[src/rtl/branch_ctrl_pkg.sv]
// Shared types and constants for the ID-stage branch resolution controller.
// Branch command encodings match the condition checker; BC_* encode the controller FSM.
package branch_ctrl_pkg;

  localparam int WORD_LEN = 32;

  typedef enum logic [1:0] {
    COND_JUMP = 2'b00,
    COND_BEZ  = 2'b01,
    COND_BEQ  = 2'b10,
    COND_NONE = 2'b11
  } condCmd_e;

  typedef enum logic [1:0] {
    BC_IDLE  = 2'b00,
    BC_WAIT  = 2'b01,
    BC_FLUSH = 2'b10
  } bcState_e;

  function automatic logic [1:0] maxDepth(input logic [1:0] a, input logic [1:0] b);
    return (a > b) ? a : b;
  endfunction

endpackage

[src/rtl/branch_ctrl_if.sv]
// Bundle between the ID/hazard/PC-mux side (master) and the branch controller (slave).
// Carries branch request, hazard sources, redirect/flush/stall outputs and statistics.
interface branch_ctrl_if #(
  parameter int CNT_W = 16
);
  import branch_ctrl_pkg::*;

  logic                brValid;
  logic [1:0]          brComm;
  logic [WORD_LEN-1:0] brTarget;
  logic [4:0]          src1;
  logic [4:0]          src2;
  logic                exWbEn;
  logic                exMemRead;
  logic [4:0]          exDest;
  logic                memMemRead;
  logic [4:0]          memDest;
  logic                brCond;

  logic                stall;
  logic                flush;
  logic                pcSel;
  logic [WORD_LEN-1:0] pcTarget;
  logic [CNT_W-1:0]    statBr;
  logic [CNT_W-1:0]    statTaken;
  logic [CNT_W-1:0]    statStall;

  modport master (
    output brValid, brComm, brTarget, src1, src2, exWbEn, exMemRead, exDest,
           memMemRead, memDest, brCond,
    input  stall, flush, pcSel, pcTarget, statBr, statTaken, statStall
  );

  modport slave (
    input  brValid, brComm, brTarget, src1, src2, exWbEn, exMemRead, exDest,
           memMemRead, memDest, brCond,
    output stall, flush, pcSel, pcTarget, statBr, statTaken, statStall
  );

endinterface

[src/rtl/branch_hazard_depth.sv]
// Combinational stall depth for a branch in ID: how many cycles until its operands
// can be forwarded (EX load = 2, EX ALU result or MEM load = 1, register 0 never).
module branch_hazard_depth
  import branch_ctrl_pkg::*;
(
  input  logic [1:0] brComm,
  input  logic [4:0] src1,
  input  logic [4:0] src2,
  input  logic       exWbEn,
  input  logic       exMemRead,
  input  logic [4:0] exDest,
  input  logic       memMemRead,
  input  logic [4:0] memDest,
  output logic [1:0] depth
);

  function automatic logic [1:0] srcDepth(
    input logic [4:0] src,
    input logic       exWb,
    input logic       exLoad,
    input logic [4:0] exRd,
    input logic       memLoad,
    input logic [4:0] memRd
  );
    logic [1:0] d;
    d = 2'd0;
    if (src != 5'd0) begin
      if (memLoad && (memRd == src)) d = 2'd1;
      if (exWb && (exRd == src))     d = maxDepth(d, exLoad ? 2'd2 : 2'd1);
    end
    return d;
  endfunction

  logic       checkSrc1;
  logic       checkSrc2;
  logic [1:0] depth1;
  logic [1:0] depth2;

  // JUMP reads no registers; BEZ reads only src1; BEQ reads both.
  always_comb begin
    checkSrc1 = (brComm == COND_BEZ) || (brComm == COND_BEQ);
    checkSrc2 = (brComm == COND_BEQ);
    depth1    = 2'd0;
    depth2    = 2'd0;
    if (checkSrc1) depth1 = srcDepth(src1, exWbEn, exMemRead, exDest, memMemRead, memDest);
    if (checkSrc2) depth2 = srcDepth(src2, exWbEn, exMemRead, exDest, memMemRead, memDest);
    depth = maxDepth(depth1, depth2);
  end

endmodule

[src/rtl/branch_ctrl.sv]
// ID-stage branch resolution controller: stalls on operand hazards, then redirects and flushes.
// Define BRANCH_STATS_EN to build saturating branch/taken/stall counters; otherwise stats read 0.
module branch_ctrl
  import branch_ctrl_pkg::*;
#(
  parameter int FLUSH_DEPTH = 1,
  parameter int CNT_W       = 16
) (
  input logic          clk,
  input logic          rst,
  branch_ctrl_if.slave bus
);

  localparam logic [1:0] FLUSH_LOAD = 2'(FLUSH_DEPTH - 1);

  bcState_e   state;
  bcState_e   stateNext;
  logic [1:0] wcnt;
  logic [1:0] wcntNext;
  logic [1:0] fcnt;
  logic [1:0] fcntNext;
  logic [1:0] depth;
  logic       resolve;
  logic       stall;
  logic       flush;
  logic       pcSel;

  branch_hazard_depth hazardDepth (
    .brComm     (bus.brComm),
    .src1       (bus.src1),
    .src2       (bus.src2),
    .exWbEn     (bus.exWbEn),
    .exMemRead  (bus.exMemRead),
    .exDest     (bus.exDest),
    .memMemRead (bus.memMemRead),
    .memDest    (bus.memDest),
    .depth      (depth)
  );

  always_ff @(posedge clk) begin
    if (rst) begin
      state <= BC_IDLE;
      wcnt  <= 2'd0;
      fcnt  <= 2'd0;
    end else begin
      state <= stateNext;
      wcnt  <= wcntNext;
      fcnt  <= fcntNext;
    end
  end

  // Hazards are judged only on entry; once in WAIT the countdown alone decides resolve.
  always_comb begin
    stateNext = state;
    wcntNext  = wcnt;
    fcntNext  = fcnt;
    stall     = 1'b0;
    flush     = 1'b0;
    pcSel     = 1'b0;
    resolve   = 1'b0;

    case (state)
      BC_IDLE: begin
        if (bus.brValid && (bus.brComm != COND_NONE)) begin
          if (depth != 2'd0) begin
            stall     = 1'b1;
            wcntNext  = depth - 2'd1;
            stateNext = BC_WAIT;
          end else begin
            resolve = 1'b1;
          end
        end
      end
      BC_WAIT: begin
        if (wcnt != 2'd0) begin
          stall    = 1'b1;
          wcntNext = wcnt - 2'd1;
        end else begin
          resolve = 1'b1;
        end
      end
      BC_FLUSH: begin
        flush = 1'b1;
        if (fcnt <= 2'd1) begin
          fcntNext  = 2'd0;
          stateNext = BC_IDLE;
        end else begin
          fcntNext = fcnt - 2'd1;
        end
      end
      default: stateNext = BC_IDLE;
    endcase

    // The resolve cycle carries the first flush, so FLUSH covers the remaining DEPTH-1 cycles.
    if (resolve) begin
      stateNext = BC_IDLE;
      if (bus.brCond) begin
        pcSel = 1'b1;
        flush = 1'b1;
        if (FLUSH_DEPTH > 1) begin
          stateNext = BC_FLUSH;
          fcntNext  = FLUSH_LOAD;
        end
      end
    end
  end

  assign bus.stall    = stall;
  assign bus.flush    = flush;
  assign bus.pcSel    = pcSel;
  assign bus.pcTarget = pcSel ? bus.brTarget : '0;

`ifdef BRANCH_STATS_EN
  logic [CNT_W-1:0] statBrQ;
  logic [CNT_W-1:0] statTakenQ;
  logic [CNT_W-1:0] statStallQ;

  always_ff @(posedge clk) begin
    if (rst) begin
      statBrQ    <= '0;
      statTakenQ <= '0;
      statStallQ <= '0;
    end else begin
      if (resolve && !(&statBrQ))    statBrQ    <= statBrQ + 1'b1;
      if (pcSel && !(&statTakenQ))   statTakenQ <= statTakenQ + 1'b1;
      if (stall && !(&statStallQ))   statStallQ <= statStallQ + 1'b1;
    end
  end

  assign bus.statBr    = statBrQ;
  assign bus.statTaken = statTakenQ;
  assign bus.statStall = statStallQ;
`else
  assign bus.statBr    = '0;
  assign bus.statTaken = '0;
  assign bus.statStall = '0;
`endif

endmodule
[src/flat_wrapper.sv]
// flat-port wrapper written by rule: the top's interface ports become plain ports
module branch_ctrl_flat import branch_ctrl_pkg::*;
#(
  parameter int FLUSH_DEPTH = 1,
  parameter int CNT_W       = 16
)
  (clk, rst, bus_brValid, bus_brComm, bus_brTarget, bus_src1, bus_src2, bus_exWbEn, bus_exMemRead, bus_exDest, bus_memMemRead, bus_memDest, bus_brCond, bus_stall, bus_flush, bus_pcSel, bus_pcTarget, bus_statBr, bus_statTaken, bus_statStall);
  branch_ctrl_if #(.CNT_W(CNT_W)) bus_i ();
  input logic clk;
  input logic rst;
  input wire logic [$bits(bus_i.brValid)-1:0] bus_brValid;
  input wire logic [$bits(bus_i.brComm)-1:0] bus_brComm;
  input wire logic [$bits(bus_i.brTarget)-1:0] bus_brTarget;
  input wire logic [$bits(bus_i.src1)-1:0] bus_src1;
  input wire logic [$bits(bus_i.src2)-1:0] bus_src2;
  input wire logic [$bits(bus_i.exWbEn)-1:0] bus_exWbEn;
  input wire logic [$bits(bus_i.exMemRead)-1:0] bus_exMemRead;
  input wire logic [$bits(bus_i.exDest)-1:0] bus_exDest;
  input wire logic [$bits(bus_i.memMemRead)-1:0] bus_memMemRead;
  input wire logic [$bits(bus_i.memDest)-1:0] bus_memDest;
  input wire logic [$bits(bus_i.brCond)-1:0] bus_brCond;
  output wire logic [$bits(bus_i.stall)-1:0] bus_stall;
  output wire logic [$bits(bus_i.flush)-1:0] bus_flush;
  output wire logic [$bits(bus_i.pcSel)-1:0] bus_pcSel;
  output wire logic [$bits(bus_i.pcTarget)-1:0] bus_pcTarget;
  output wire logic [$bits(bus_i.statBr)-1:0] bus_statBr;
  output wire logic [$bits(bus_i.statTaken)-1:0] bus_statTaken;
  output wire logic [$bits(bus_i.statStall)-1:0] bus_statStall;
  assign bus_i.brValid = bus_brValid;
  assign bus_i.brComm = bus_brComm;
  assign bus_i.brTarget = bus_brTarget;
  assign bus_i.src1 = bus_src1;
  assign bus_i.src2 = bus_src2;
  assign bus_i.exWbEn = bus_exWbEn;
  assign bus_i.exMemRead = bus_exMemRead;
  assign bus_i.exDest = bus_exDest;
  assign bus_i.memMemRead = bus_memMemRead;
  assign bus_i.memDest = bus_memDest;
  assign bus_i.brCond = bus_brCond;
  assign bus_stall = bus_i.stall;
  assign bus_flush = bus_i.flush;
  assign bus_pcSel = bus_i.pcSel;
  assign bus_pcTarget = bus_i.pcTarget;
  assign bus_statBr = bus_i.statBr;
  assign bus_statTaken = bus_i.statTaken;
  assign bus_statStall = bus_i.statStall;
  branch_ctrl #(.FLUSH_DEPTH(FLUSH_DEPTH), .CNT_W(CNT_W)) u_core (.clk(clk), .rst(rst), .bus(bus_i));
endmodule
[config.mk]
export PLATFORM = sky130hd
export DESIGN_NAME = branch_ctrl_flat
export DESIGN_NICKNAME = d
export VERILOG_FILES = /design/src/rtl/branch_ctrl_pkg.sv /design/src/rtl/branch_ctrl_if.sv /design/src/rtl/branch_hazard_depth.sv /design/src/rtl/branch_ctrl.sv /design/src/flat_wrapper.sv
export SDC_FILE = /design/constraint.sdc
export NUM_CORES = 1
export LEC_CHECK = 0
export CORE_UTILIZATION = 31
export CTS_CLUSTER_SIZE = 14
export DETAILED_ROUTE_END_ITERATION = 10
export PLACE_DENSITY_LB_ADDON = 0.2
export SYNTH_ARGS = -nofsm -noshare
export SYNTH_HDL_FRONTEND = slang
export SYNTH_SLANG_ARGS = --single-unit
export TNS_END_PERCENT = 1
[constraint.sdc]
create_clock -name clk -period 11.99 [get_ports clk]
set_input_delay 2.9975 -clock clk [delete_from_list [all_inputs] [get_ports clk]]
set_output_delay 2.9975 -clock clk [all_outputs]
set_load 0.1 [all_outputs]
# Yosys cells after proc, flatten, opt, wreduce, memory -nomap -nowiden
# Index checks and enable logic that the tools add are counted.
[totals]
ff_bits = 6
inputBits = 61
out_inout_bits = 83
[classes]
add_sub_neg = 3
n_lt_le_gt_ge = 4
eq_ne = 13
muxes = 39
bitwise_logic = 1
reduce_logical = 15
[op_table]
columns = ["op", "n"]
rows = [
  ["$mux 2", 21],
  ["$mux 32", 1],
  ["$eq 5x5->1", 4],
  ["$mux 1", 13],
  ["$reduce_bool 5->1", 2],
  ["$ne 2x1->1 const B", 4],
  ["$reduce_and 4->1", 2],
  ["$gt 2x2->1", 3],
  ["$pmux 2 s3", 1],
  ["$reduce_bool 2->1", 3],
  ["$sub 2x1->2 const B", 3],
  ["$logic_and 1x1->1", 5],
  ["$eq 2x1->1 const B", 2],
  ["$eq 2x2->1 const B", 2],
  ["$pmux 1 s2", 2],
  ["$pmux 2 s2", 1],
  ["$le 2x1->1 const B", 1],
  ["$logic_not 2->1", 1],
  ["$ne 2x2->1 const B", 1],
  ["$reduce_or 2->1", 1],
  ["$logic_or 1x1->1", 1],
  ["$not 1->1", 1],
]

# Depth between registers and ports, before layout
[depth]
word_depth = 18
ltp_mapped = 12
depth_no_buf = 11

# By module
# From an unflattened synthesis, not the netlist that was laid out.
[hier_totals]
hier_cells = 170
hier_area_um2 = 1228.7
[by_module_without_submodules]
columns = ["mod", "n_inst", "cells_each", "area_per_inst_um2"]
rows = [
  ["branch_ctrl", 1, 111, 799.5],
  ["branch_hazard_depth", 1, 59, 429.2],
]

# Least setup slack after synthesis
# No wires, ideal clock.
[synth_timing]
path_kind = "input to output"
start = "input bus_src1[0]"
end = "output bus_stall"
arrival_time_ns = 5.653
t_required_ns = 8.993
path_slack_ns = 3.339
path_stages = 11
path_buffers = 0
path_cell_list = "xor2_1 nor4_1 and3_1 mux2i_1 nand2_1 ha_1 nor3b_1 a32oi_1 o211a_4 a21o_2 nand2_1"
[synth_via]
elab_chain_len = 16
[synth_lines]
columns = ["item", "line", "text"]
rows = [
  ["start: declaration", "flat_wrapper.sv:14", "input wire logic [$bits(bus_i.src1)-1:0] bus_src1;"],
  ["$eq 5x5->1", "branch_hazard_depth.sv:28", "if (memLoad && (memRd == src)) d = 2'd1;"],
  ["$logic_and 1x1->1", "branch_hazard_depth.sv:28", ""],
  ["$mux 1", "branch_hazard_depth.sv:28", ""],
  ["$mux 2", "branch_hazard_depth.sv:27", "if (src != 5'd0) begin"],
  ["$mux 2", "branch_hazard_depth.sv:45", "if (checkSrc1) depth1 = srcDepth(src1, exWbEn, exMemRead, exDest, memMemRead, memDest);"],
  ["$gt 2x2->1", "branch_ctrl_pkg.sv:21", "return (a > b) ? a : b;"],
  ["$mux 2", "branch_ctrl_pkg.sv:21", ""],
  ["$mux 2", "branch_hazard_depth.sv:29", "if (exWb && (exRd == src)) d = maxDepth(d, exLoad ? 2'd2 : 2'd1);"],
  ["$mux 2 (*)", "branch_hazard_depth.sv:27", ""],
  ["$mux 2 (*)", "branch_hazard_depth.sv:45", ""],
  ["$gt 2x2->1", "branch_ctrl_pkg.sv:21", ""],
  ["$mux 2 (*)", "branch_ctrl_pkg.sv:21", ""],
  ["$reduce_bool 2->1 (*)", "branch_ctrl.sv:65", "if (depth != 2'd0) begin"],
  ["$mux 1 (*)", "branch_ctrl.sv:65", ""],
  ["$mux 1 (*)", "branch_ctrl.sv:64", "if (bus.brValid && (bus.brComm != COND_NONE)) begin"],
  ["$pmux 1 s2 (*)", "branch_ctrl.sv:62", "case (state)"],
  ["end: declaration", "flat_wrapper.sv:22", "output wire logic [$bits(bus_i.stall)-1:0] bus_stall;"],
]
# Every way passes the cells marked *; elsewhere a longest branch is shown, timed or not. The select of a mux whose other input is x is not followed.

# Worst setup path after layout
[layout_timing]
start = "input bus_src1[0]"
end = "output bus_pcTarget[21]"
[layout_via]
elab_chain_len = 18
[layout_lines]
columns = ["item", "line", "text"]
rows = [
  ["$eq 5x5->1", "branch_hazard_depth.sv:28", ""],
  ["$logic_and 1x1->1", "branch_hazard_depth.sv:28", ""],
  ["$mux 1", "branch_hazard_depth.sv:28", ""],
  ["$mux 2", "branch_hazard_depth.sv:27", ""],
  ["$mux 2", "branch_hazard_depth.sv:45", ""],
  ["$gt 2x2->1", "branch_ctrl_pkg.sv:21", ""],
  ["$mux 2", "branch_ctrl_pkg.sv:21", ""],
  ["$mux 2", "branch_hazard_depth.sv:29", ""],
  ["[... 2 more ...]", "-", ""],
  ["$gt 2x2->1", "branch_ctrl_pkg.sv:21", ""],
  ["$mux 2 (*)", "branch_ctrl_pkg.sv:21", ""],
  ["$reduce_bool 2->1 (*)", "branch_ctrl.sv:65", ""],
  ["$mux 1 (*)", "branch_ctrl.sv:65", ""],
  ["$mux 1 (*)", "branch_ctrl.sv:64", ""],
  ["$pmux 1 s2 (*)", "branch_ctrl.sv:62", ""],
  ["$mux 1 (*)", "branch_ctrl.sv:95", "if (resolve) begin"],
  ["$mux 32 (*)", "branch_ctrl.sv:111", "assign bus.pcTarget = pcSel ? bus.brTarget : '0;"],
  ["end: declaration", "flat_wrapper.sv:25", "output wire logic [$bits(bus_i.pcTarget)-1:0] bus_pcTarget;"],
]
# Marked as above.

==> results.md <==
- Status: complete, no violations
- Clock Sinks: 3
- RSZ-0062 raised after global routing: false
- # setup viols final: 0
- Setup TNS: 0 ns
- Starting Density: 32.9%
- Routed vias/inst: 4.00
- Final Slew Violations: 0
- Clk_skew: 0.000735 ns
- Setup crit start kind: input port
- Crit path max fanout: 34
- Gr usage total: 13.4%
- Initial antenna violation count: 0
- Worst Hold Class: flop to flop
- H-tree levels: 1
- Place WS: 1.78 ns
- Tcrit/Tclk final: 84.9%
- F_max: 0.0982 GHz
- Crit path DAT: 7.18 ns
- Post-Layout Cell Count: 310
- Leakage: 0.924 nW
- DRT Wirelength: 3.30 mm
- Total gr overflow: 0
- Die width: 67.6 µm
- Worst skew pair latency: 0.21 ns
- Share of the yosys chip area belonging to registers: 4.50%
- Number of synthesized register bits: 3
- DR WL/cell: 10.6 µm
- Worst Setup Path Type: input port to output pin
- Yosys cell types: 38
- YS warnings: 0
- Slew margin rel.: 33.2%
- DR vias: 1240
- Clock buffer count from CTS: 3
- Nets: 327
- EDFF count, synth: 0
- Fin. Hold Viols: 0
- GPL Wtd Cong: 0.786
- Hold-fix buffers at CTS: 0
- Mapped Cells: 166
- Layout cells sized above 1: 16.2%
- DRC errors left: 0
- First-pass GRT wire length: 4.76 mm
- Number of gates resized after CTS: 0
- Area growth syn-to-layout: 62.5%
- Slew @ Worst Pin: 0.999 ns
- DRT Pass-1 Iters: 4
- Port bufs: 95
- Largest net degree at the start of global routing: 35
- Clock transition at the registers of the reported paths: 0.03 ns
- Setup bufs post-CTS: 0
- CTS tree: done
- Max clock buf depth: 2
- Async S/R FF share, synth: 0%
- VDD IR-drop max: 51.7 µV
- Placed Cells: 306
- Avg Inst Size Synth: 8.03 µm²
- Ports: 144
- Synthesized cell area: 1330 µm²
- Fillers: 391
- ANT cells: 0
- CTS root buf: clkbuf_8
- Die ar.: 4570 µm²
- Crit end category: output pin
- Dpl hpwl: 2.90 mm
- # rows: 23
- Req. time, crit path: 8.99 ns
- Final WS setup: 1.81 ns
- Ys flop type: dfxtp_1
- Tmin final: 10.18 ns
- Core box area: 4060 µm²
- Detail Route Antenna Nets: 0
- Die height: 67.6 µm
- 1st-iter DRT viols: 34
- Via count of the first global-routing pass: 1082
- Pwr/cell area: 86.4 nW/µm²
- MaxCap Viol Count: 0
==> worst max-delay path, cell delays in order <==
cell and delay (ns):
clkdlybuf4s50_1 0.46, xor2_1 0.18, nor4_1 0.31, and3_1 0.24, mux2i_1 0.35, nand2_1 0.10
ha_1 0.33, nor2b_1 0.05, a32oi_1 0.22, o211a_4 0.23, a32o_4 0.36, and2_2 0.20
clkdlybuf4s50_1 1.14
==> layout make-up <==
| type | instances | area (µm²) | area share [%] |
|---|---|---|---|
| multi-input combinational | 154 | 1030 | 47.7 |
| sequential | 3 | 60.1 | 2.77 |
| tap | 50 | 62.6 | 2.89 |
| timing repair buffer | 95 | 951 | 43.9 |
| inverter | 4 | 15.0 | 0.693 |
| clock buffer | 4 | 45.0 | 2.08 |
==> logic make-up after synthesis <==
logic type	Yosys count	share of synthesized area (%)
and+or+nand+nor	63	34.2
buffers and inverters	56	31.2
xor gates and xnor gates	20	13.1
AOI/OAI and AO/OA	16	10.1
adders and majority gates	5	4.69
DFF	3	4.50
muxes	2	1.78
other	1	0.281
==> routing by layer <==
| metal | vias up | share of wire, % | GRT usage, % |
|---|---|---|---|
| li1 | 641 | - | - |
| met1 | 530 | 38 | 16.3 |
| met2 | 67 | 54 | 24.5 |
| met3 | 2 | 6.8 | 2.20 |
| met4 | 0 | 0.82 | 2.66 |
| met5 | - | 0 | 0 |
==> synth_stat cells (all sizes together), types with 2 or more instances <==
cell type   n  area, µm²
a21oi       4       20.0
a32oi       2       17.5
and2       33        284
and3        3       18.8
buf        52        402
dfxtp       3       60.1
ha          5       62.6
inv         4       15.0
mux2i       2       23.8
nand2       3       11.3
nand3       4       20.0
nor2        4       15.0
nor2b       2       12.5
nor3b       3       22.5
nor4        4       25.0
o21ai       2       10.0
xnor2       4       35.0
xor2       16        140
==> sequential cells by signal, indices dropped and copies added, names as in the netlist <==
| signal | cells |
|---|---|
| u_core.wcnt | 2 |
| u_core.state | 1 |
==> report_power, final <==
part           internal (mW)  leakage (nW)  switching, mW
Clock                 0.0226        0.0228        0.00631
Combinational         0.0345         0.877          0.114
Sequential            0.0101        0.0242      0.0000383
==> per-stage QoR <==
stage	util, %	hold WS (ns)	cell area [µm²]	power [mW]
2_1_floorplan	-	0.498	1510	0.139
3_3_place_gp	52.3	0.545	2120	0.158
3_5_place_dp	52.3	0.544	2120	0.158
4_1_cts	53.4	0.549	2170	0.188
5_1_grt	53.4	0.589	2170	0.195
6_report	53.4	0.553	2170	0.187
==> worst paths after layout <==
path | startpoint | to | slack [ns] | cells past startpoint
worst max-delay path | bus_src1[0] | bus_pcTarget[21] | 1.81 | 13
worst min-delay path | u_core.wcnt[1] | u_core.wcnt[1] | 0.55 | 2
worst max register to register | u_core.state[0] | u_core.wcnt[0] | 10.71 | 4
worst min register to register | u_core.wcnt[1] | u_core.wcnt[1] | 0.55 | 2
==> cells in the final DEF (no fill, tap or decap), types with 4 or more instances in the layout <==
cell,n
nand3_1,4
clkdlybuf4s50_1,95
nor2_1,4
nor4_1,4
a21oi_1,4
and2_4,29
xnor2_1,4
ha_1,5
inv_1,4
xor2_1,16
and2_2,4
conb_1,48
(Power assumes the default switching activity.)
==> variant 1, RTL diff (same flow settings) <==
`CNT_W` is set to 16 in 3 places; all go to 12.
--- a/src/rtl/branch_ctrl_if.sv
+++ b/src/rtl/branch_ctrl_if.sv
@@ -3,3 +3,3 @@
 interface branch_ctrl_if #(
-  parameter int CNT_W = 16
+  parameter int CNT_W = 12
 );
--- a/src/rtl/branch_ctrl.sv
+++ b/src/rtl/branch_ctrl.sv
@@ -6,3 +6,3 @@
   parameter int FLUSH_DEPTH = 1,
-  parameter int CNT_W       = 16
+  parameter int CNT_W       = 12
 ) (
--- a/src/flat_wrapper.sv
+++ b/src/flat_wrapper.sv
@@ -4,3 +4,3 @@
   parameter int FLUSH_DEPTH = 1,
-  parameter int CNT_W       = 16
+  parameter int CNT_W       = 12
 )
Interface: changed (resized bus_statBr, bus_statStall and bus_statTaken); port bits go from 144 to 132. No check against the original RTL was run, so the function may have changed too.
==> variant 1 against the original RTL <==
  * Design area down 2.2%
  * Sequential cell count unchanged
  * Area after synthesis down 6.8%
  * Non-clock buffer count unchanged
  * First-iteration DRC count up 140%
  * Routed wire length up 2.3%
  * Worst setup slack worse by 23 ps
  * Global-route usage up 2.2 points
  * Critical path type unchanged
  * Sequential share of layout area up 0.062 points
  * Die area down 6.6%
  * Clock skew up 0.99 ps
  * Power down 8.2%
  * Worst hold slack about the same
==> variant 1: results (changes against the original RTL) <==
\begin{tabular}{lr}
\hline
Metric & Value \\
\hline
\multicolumn{2}{l}{\textbf{Status}} \\
Run status & complete, no violations (unchanged) \\
\multicolumn{2}{l}{\textbf{Placement}} \\
Placed cell count & 292 (was 306) \\
Total half-perimeter wirelength after legalization and detailed placement & 2970 um (was 2900 um) \\
Dpl ws & 1840 ps (was 1780 ps) \\
Placed instance area & 2070 sq um (was 2120 sq um) \\
\multicolumn{2}{l}{\textbf{Critical path}} \\
FF-to-FF setup slack & 10680 ps (was 10710 ps) \\
Crit-path max FO & 34 (unchanged) \\
Worst endpoint data arrival time & 7210 ps (was 7180 ps) \\
\multicolumn{2}{l}{\textbf{Synth}} \\
Main area contributors after synthesis & sky130\_fd\_sc\_hd\_\_buf\_4 22\%, sky130\_fd\_sc\_hd\_\_and2\_4 20\%, sky130\_fd\_sc\_hd\_\_xor2\_1 11\% (was sky130\_fd\_sc\_hd\_\_buf\_4 28\%, sky130\_fd\_sc\_hd\_\_and2\_4 19\%, sky130\_fd\_sc\_hd\_\_xor2\_1 11\%) \\
Proportion of synthesized area in mux cells & 1.91\% (was 1.78\%) \\
Post-synthesis average cell area & 8.08 sq um (was 8.03 sq um) \\
Part of the Yosys area used for sequential elements & 4.83\% (was 4.50\%) \\
Synthesized-area fraction occupied by adder cells & 5.03\% (was 4.69\%) \\
Complex-gate fraction of the synthesized area & 10.9\% (was 10.1\%) \\
Area share of xor/xnor cells in the synthesized design & 14.1\% (was 13.1\%) \\
Most numerous cell types in the synthesized netlist & 37 x sky130\_fd\_sc\_hd\_\_buf\_4, 29 x sky130\_fd\_sc\_hd\_\_and2\_4, 16 x sky130\_fd\_sc\_hd\_\_xor2\_1 (was 49 x sky130\_fd\_sc\_hd\_\_buf\_4, 29 x sky130\_fd\_sc\_hd\_\_and2\_4, 16 x sky130\_fd\_sc\_hd\_\_xor2\_1) \\
\multicolumn{2}{l}{\textbf{STA}} \\
Fin Hold WS & 553 ps (about the same) \\
Max-slew headroom at the worst pin & 33.6\% (was 33.2\%) \\
Final Skew & 1.73 ps (was 0.735 ps) \\
Setup ws final & 1790 ps (was 1810 ps) \\
\multicolumn{2}{l}{\textbf{Detailed routing}} \\
Number of DRC markers in iteration 0 & 81 (was 34) \\
First-pass iteration count of the detailed router & 6 (was 4) \\
Vias per cell & 4.14 (was 4.00) \\
Aggregate routed wire length & 3380 um (was 3300 um) \\
\multicolumn{2}{l}{\textbf{Cells and area}} \\
Total of fill cells in the finished design & 348 (was 391) \\
Largest regs & u\_core.wcnt: 2 flops, u\_core.state: 1 flops (unchanged) \\
Ratio of cells with drive above 1 in the final layout & 16.9\% (was 16.2\%) \\
\multicolumn{2}{l}{\textbf{Power and ir drop}} \\
Maximum resistive drop on vdd & 38.1 uV (was 51.7 uV) \\
\multicolumn{2}{l}{\textbf{Global route}} \\
GRT Total Usage & 15.6\% (was 13.4\%) \\
\hline
\end{tabular}
[variant 1: cell types whose count changed in the layout (fill, tap and decap cells not counted), sizes merged]
cell / change
conb: -12
[variant 1: final timing paths]
kind,startpoint,endpoint,cells after the start
worst max-delay path,bus_src1[0],bus_pcTarget[20],13
worst min-delay path,u_core.wcnt[1],u_core.wcnt[1],2
worst max register to register,u_core.state[0],u_core.wcnt[0],4
worst min register to register,u_core.wcnt[1],u_core.wcnt[1],2
[variant 1: power breakdown]
part | switching (uW) | total [uW] | internal (uW)
sequential | 0.0427 | 10.1 | 10.1
clock | 6.73 | 29.4 | 22.7
combinational | 97.7 | 132 | 34.5
total | 104 | 172 | 67.3
[variant 1: layer usage]
metal | GRT usage, % | share of wire, % | vias up
met3 | 0.694 | 3.6 | 2
met5 | 0 | 0 | -
met1 | 18.6 | 41 | 542
met4 | 4.08 | 0.65 | 0
met2 | 29.9 | 55 | 54
li1 | - | - | 628
[variant 1: tightest hold or removal path, stage by stage (launching register included)]
cell,delay [ps]
sky130_fd_sc_hd__dfxtp_1,340
sky130_fd_sc_hd__nand3b_1,90
sky130_fd_sc_hd__a31oi_1,70
[variant 1: cells by family after synthesis]
| group | after synthesis |
|---|---|
| other | 1 |
| AO/OA/AOI/OAI | 16 |
| XOR/XNOR | 20 |
| AND/OR/NAND/NOR | 63 |
| adder cells (fa/ha/maj) | 5 |
| flip-flops | 3 |
| multiplexers | 2 |
| buffers and inverters | 44 |
[variant 1: area by class of cell]
class	instances	area (sq um)	area share, %
multi-input cells	142	988	46.6
repair buffers	95	951	44.9
flip-flops and latches	3	60.1	2.83
well taps	48	60.1	2.83
clock buffers	4	45.0	2.13
inverters	4	15.0	0.708
==> variant 2, RTL diff (same settings) <==
Without the edit above. Encoding of `bcState_e`: now one-hot (3 bits for 3 states).
--- a/src/rtl/branch_ctrl_pkg.sv
+++ b/src/rtl/branch_ctrl_pkg.sv
@@ -13,6 +13,6 @@
 
-  typedef enum logic [1:0] {
-    BC_IDLE  = 2'b00,
-    BC_WAIT  = 2'b01,
-    BC_FLUSH = 2'b10
+  typedef enum logic [2:0] {
+    BC_IDLE  = 3'b001,
+    BC_WAIT  = 3'b010,
+    BC_FLUSH = 3'b100
   } bcState_e;
Formal check against the unedited RTL: same outputs for any inputs over 10 cycles, from zero or initial values and one cycle with rst high; not proved beyond that.
==> variant 2 against the original RTL <==
  * Critical path depth grew 1
  * Combinational power grew 5%
  * Routed wire length grew 5.7%
  * Worst setup slack lost 170 ps
  * Design area grew 3.3%
  * Global-route usage grew 0.73 points
  * Power grew 6.0%
  * Register-to-register slack lost 380 ps
  * Sequential cell count grew 1
  * Area after synthesis grew 5.5%
  * Critical path type unchanged
  * Largest cell class unchanged
==> variant 2: results (changes against the original RTL) <==
\begin{tabular}{lr}
\hline
Metric & Value \\
\hline
\multicolumn{2}{l}{\textbf{Cells and area}} \\
Final layout net count & 356 (was 327) \\
Ratio of cells with drive above 1 in the final layout & 3.15\% (was 16.2\%) \\
Largest regs & u\_core.state: 2 flops, u\_core.wcnt: 2 flops (was u\_core.wcnt: 2 flops, u\_core.state: 1 flops) \\
\multicolumn{2}{l}{\textbf{Synth}} \\
Top FF cell, synth & sky130\_fd\_sc\_hd\_\_dfxtp\_1 (unchanged) \\
Part of the Yosys area used for sequential elements & 5.69\% (was 4.50\%) \\
Most numerous cell types in the synthesized netlist & 49 x sky130\_fd\_sc\_hd\_\_buf\_4, 33 x sky130\_fd\_sc\_hd\_\_and2\_1, 12 x sky130\_fd\_sc\_hd\_\_nor2\_1 (was 49 x sky130\_fd\_sc\_hd\_\_buf\_4, 29 x sky130\_fd\_sc\_hd\_\_and2\_4, 16 x sky130\_fd\_sc\_hd\_\_xor2\_1) \\
Yosys cell types & 42 (was 38) \\
Main area contributors after synthesis & sky130\_fd\_sc\_hd\_\_buf\_4 26\%, sky130\_fd\_sc\_hd\_\_and2\_1 15\%, sky130\_fd\_sc\_hd\_\_ha\_1 6.2\% (was sky130\_fd\_sc\_hd\_\_buf\_4 28\%, sky130\_fd\_sc\_hd\_\_and2\_4 19\%, sky130\_fd\_sc\_hd\_\_xor2\_1 11\%) \\
\multicolumn{2}{l}{\textbf{Status}} \\
Run status & complete, no violations (unchanged) \\
\multicolumn{2}{l}{\textbf{Power and ir drop}} \\
Leakage power & 0.000952 uW (was 0.000924 uW) \\
Maximum resistive drop on vdd & 64.0 uV (was 51.7 uV) \\
Sw Ratio & 64.7\% (was 64.1\%) \\
\multicolumn{2}{l}{\textbf{Global route}} \\
Antenna violations before repair & 0 (unchanged) \\
GRT Total Usage & 14.2\% (was 13.4\%) \\
First-pass GRT wire length & 5790 um (was 4760 um) \\
Via count of the first global-routing pass & 1355 (was 1082) \\
\multicolumn{2}{l}{\textbf{STA}} \\
Fin Hold WS & 525 ps (was 553 ps) \\
Max-slew headroom at the worst pin & 34.2\% (was 33.2\%) \\
Final Skew & 3.66 ps (was 0.735 ps) \\
\multicolumn{2}{l}{\textbf{Placement}} \\
Total half-perimeter wirelength after legalization and detailed placement & 3070 um (was 2900 um) \\
Final weighted congestion in routability-driven placement & 0.760 (was 0.786) \\
\multicolumn{2}{l}{\textbf{Critical path}} \\
Worst endpoint data arrival time & 7350 ps (was 7180 ps) \\
FF-to-FF setup slack & 10330 ps (was 10710 ps) \\
\multicolumn{2}{l}{\textbf{Detailed routing}} \\
Number of DRC markers in iteration 0 & 74 (was 34) \\
Avg WL per Cell & 10.3 um (was 10.6 um) \\
Routed vias & 1450 (was 1240) \\
\hline
\end{tabular}
## variant 2: changes by cell type after synthesis, moves of 6 or more
cell	delta
sky130_fd_sc_hd__and2_4	-29
sky130_fd_sc_hd__nor2_1	+8
sky130_fd_sc_hd__xnor2_1	+6
sky130_fd_sc_hd__xor2_1	-6
sky130_fd_sc_hd__nand2_1	+7
sky130_fd_sc_hd__and2_1	+33
## variant 2: final timing paths
check / cells after the start / to / startpoint
worst max-delay path: 14 / bus_pcTarget[28] / bus_src1[0]
worst min-delay path: 1 / u_core.wcnt[1] / u_core.wcnt[1]
worst max register to register: 5 / u_core.state[1] / u_core.state[0]
worst min register to register: 1 / u_core.wcnt[1] / u_core.wcnt[1]
## variant 2: area by class of cell
type,count,area [sq um]
Fill cell,423,2110
Inverter,8,30.0
Timing Repair Buffer,95,951
Tap cell,52,65.1
Multi-Input combinational cell,176,1070
Clock buffer,3,41.3
Sequential cell,4,80.1
## variant 2: critical path, stage by stage
cell                              delay (ps)
sky130_fd_sc_hd__clkdlybuf4s50_1         550
sky130_fd_sc_hd__xnor2_1                 140
sky130_fd_sc_hd__nand4_1                 130
sky130_fd_sc_hd__a311oi_1                420
sky130_fd_sc_hd__o21ai_0                 170
sky130_fd_sc_hd__ha_1                    300
sky130_fd_sc_hd__inv_1                    30
sky130_fd_sc_hd__o22ai_1                 220
sky130_fd_sc_hd__a21bo_2                 250
sky130_fd_sc_hd__o21bai_1                210
sky130_fd_sc_hd__a211oi_2                250
sky130_fd_sc_hd__o211a_4                 340
sky130_fd_sc_hd__and2_1                  180
sky130_fd_sc_hd__clkdlybuf4s50_1        1130
## variant 2: stage by stage
stage	power [uW]	setup WS [ps]	cell area, sq um	cells
finish	199	1640	2240	338
global route	206	1240	2240	338
CTS	199	1630	2240	338
detailed placement	170	1630	2200	335
global placement	170	1700	2200	335
floorplan	149	2490	1580	240
## variant 2: logic make-up after synthesis
family	Yosys count	share of synthesized area (%)
other cells	1	0.266
fa+ha+maj	7	6.22
buf+inv	60	30.7
xor+xnor	20	12.4
compound gates	29	16.8
simple gates	72	27.9
flops	4	5.69
## variant 2: per-layer routing
layer	GRT usage (%)	up-vias	part of all wire, %
met5	0	-	0
met4	2.04	0	0.40
met3	4.07	2	8.5
met2	26.4	73	51
met1	16.2	636	40
li1	-	739	-
## variant 2: power by group through the flow
| stage | logic, uW | clock network (uW) | registers [uW] |
|---|---|---|---|
| 6_report | 156 | 29.1 | 13.9 |
| 5_1_grt | 161 | 30.7 | 13.9 |
| 4_1_cts | 156 | 29.5 | 13.9 |
| 3_5_place_dp | 155 | 0 | 14.1 |
| 3_3_place_gp | 156 | 0 | 14.1 |
| 2_1_floorplan | 135 | 0 | 14.0 |
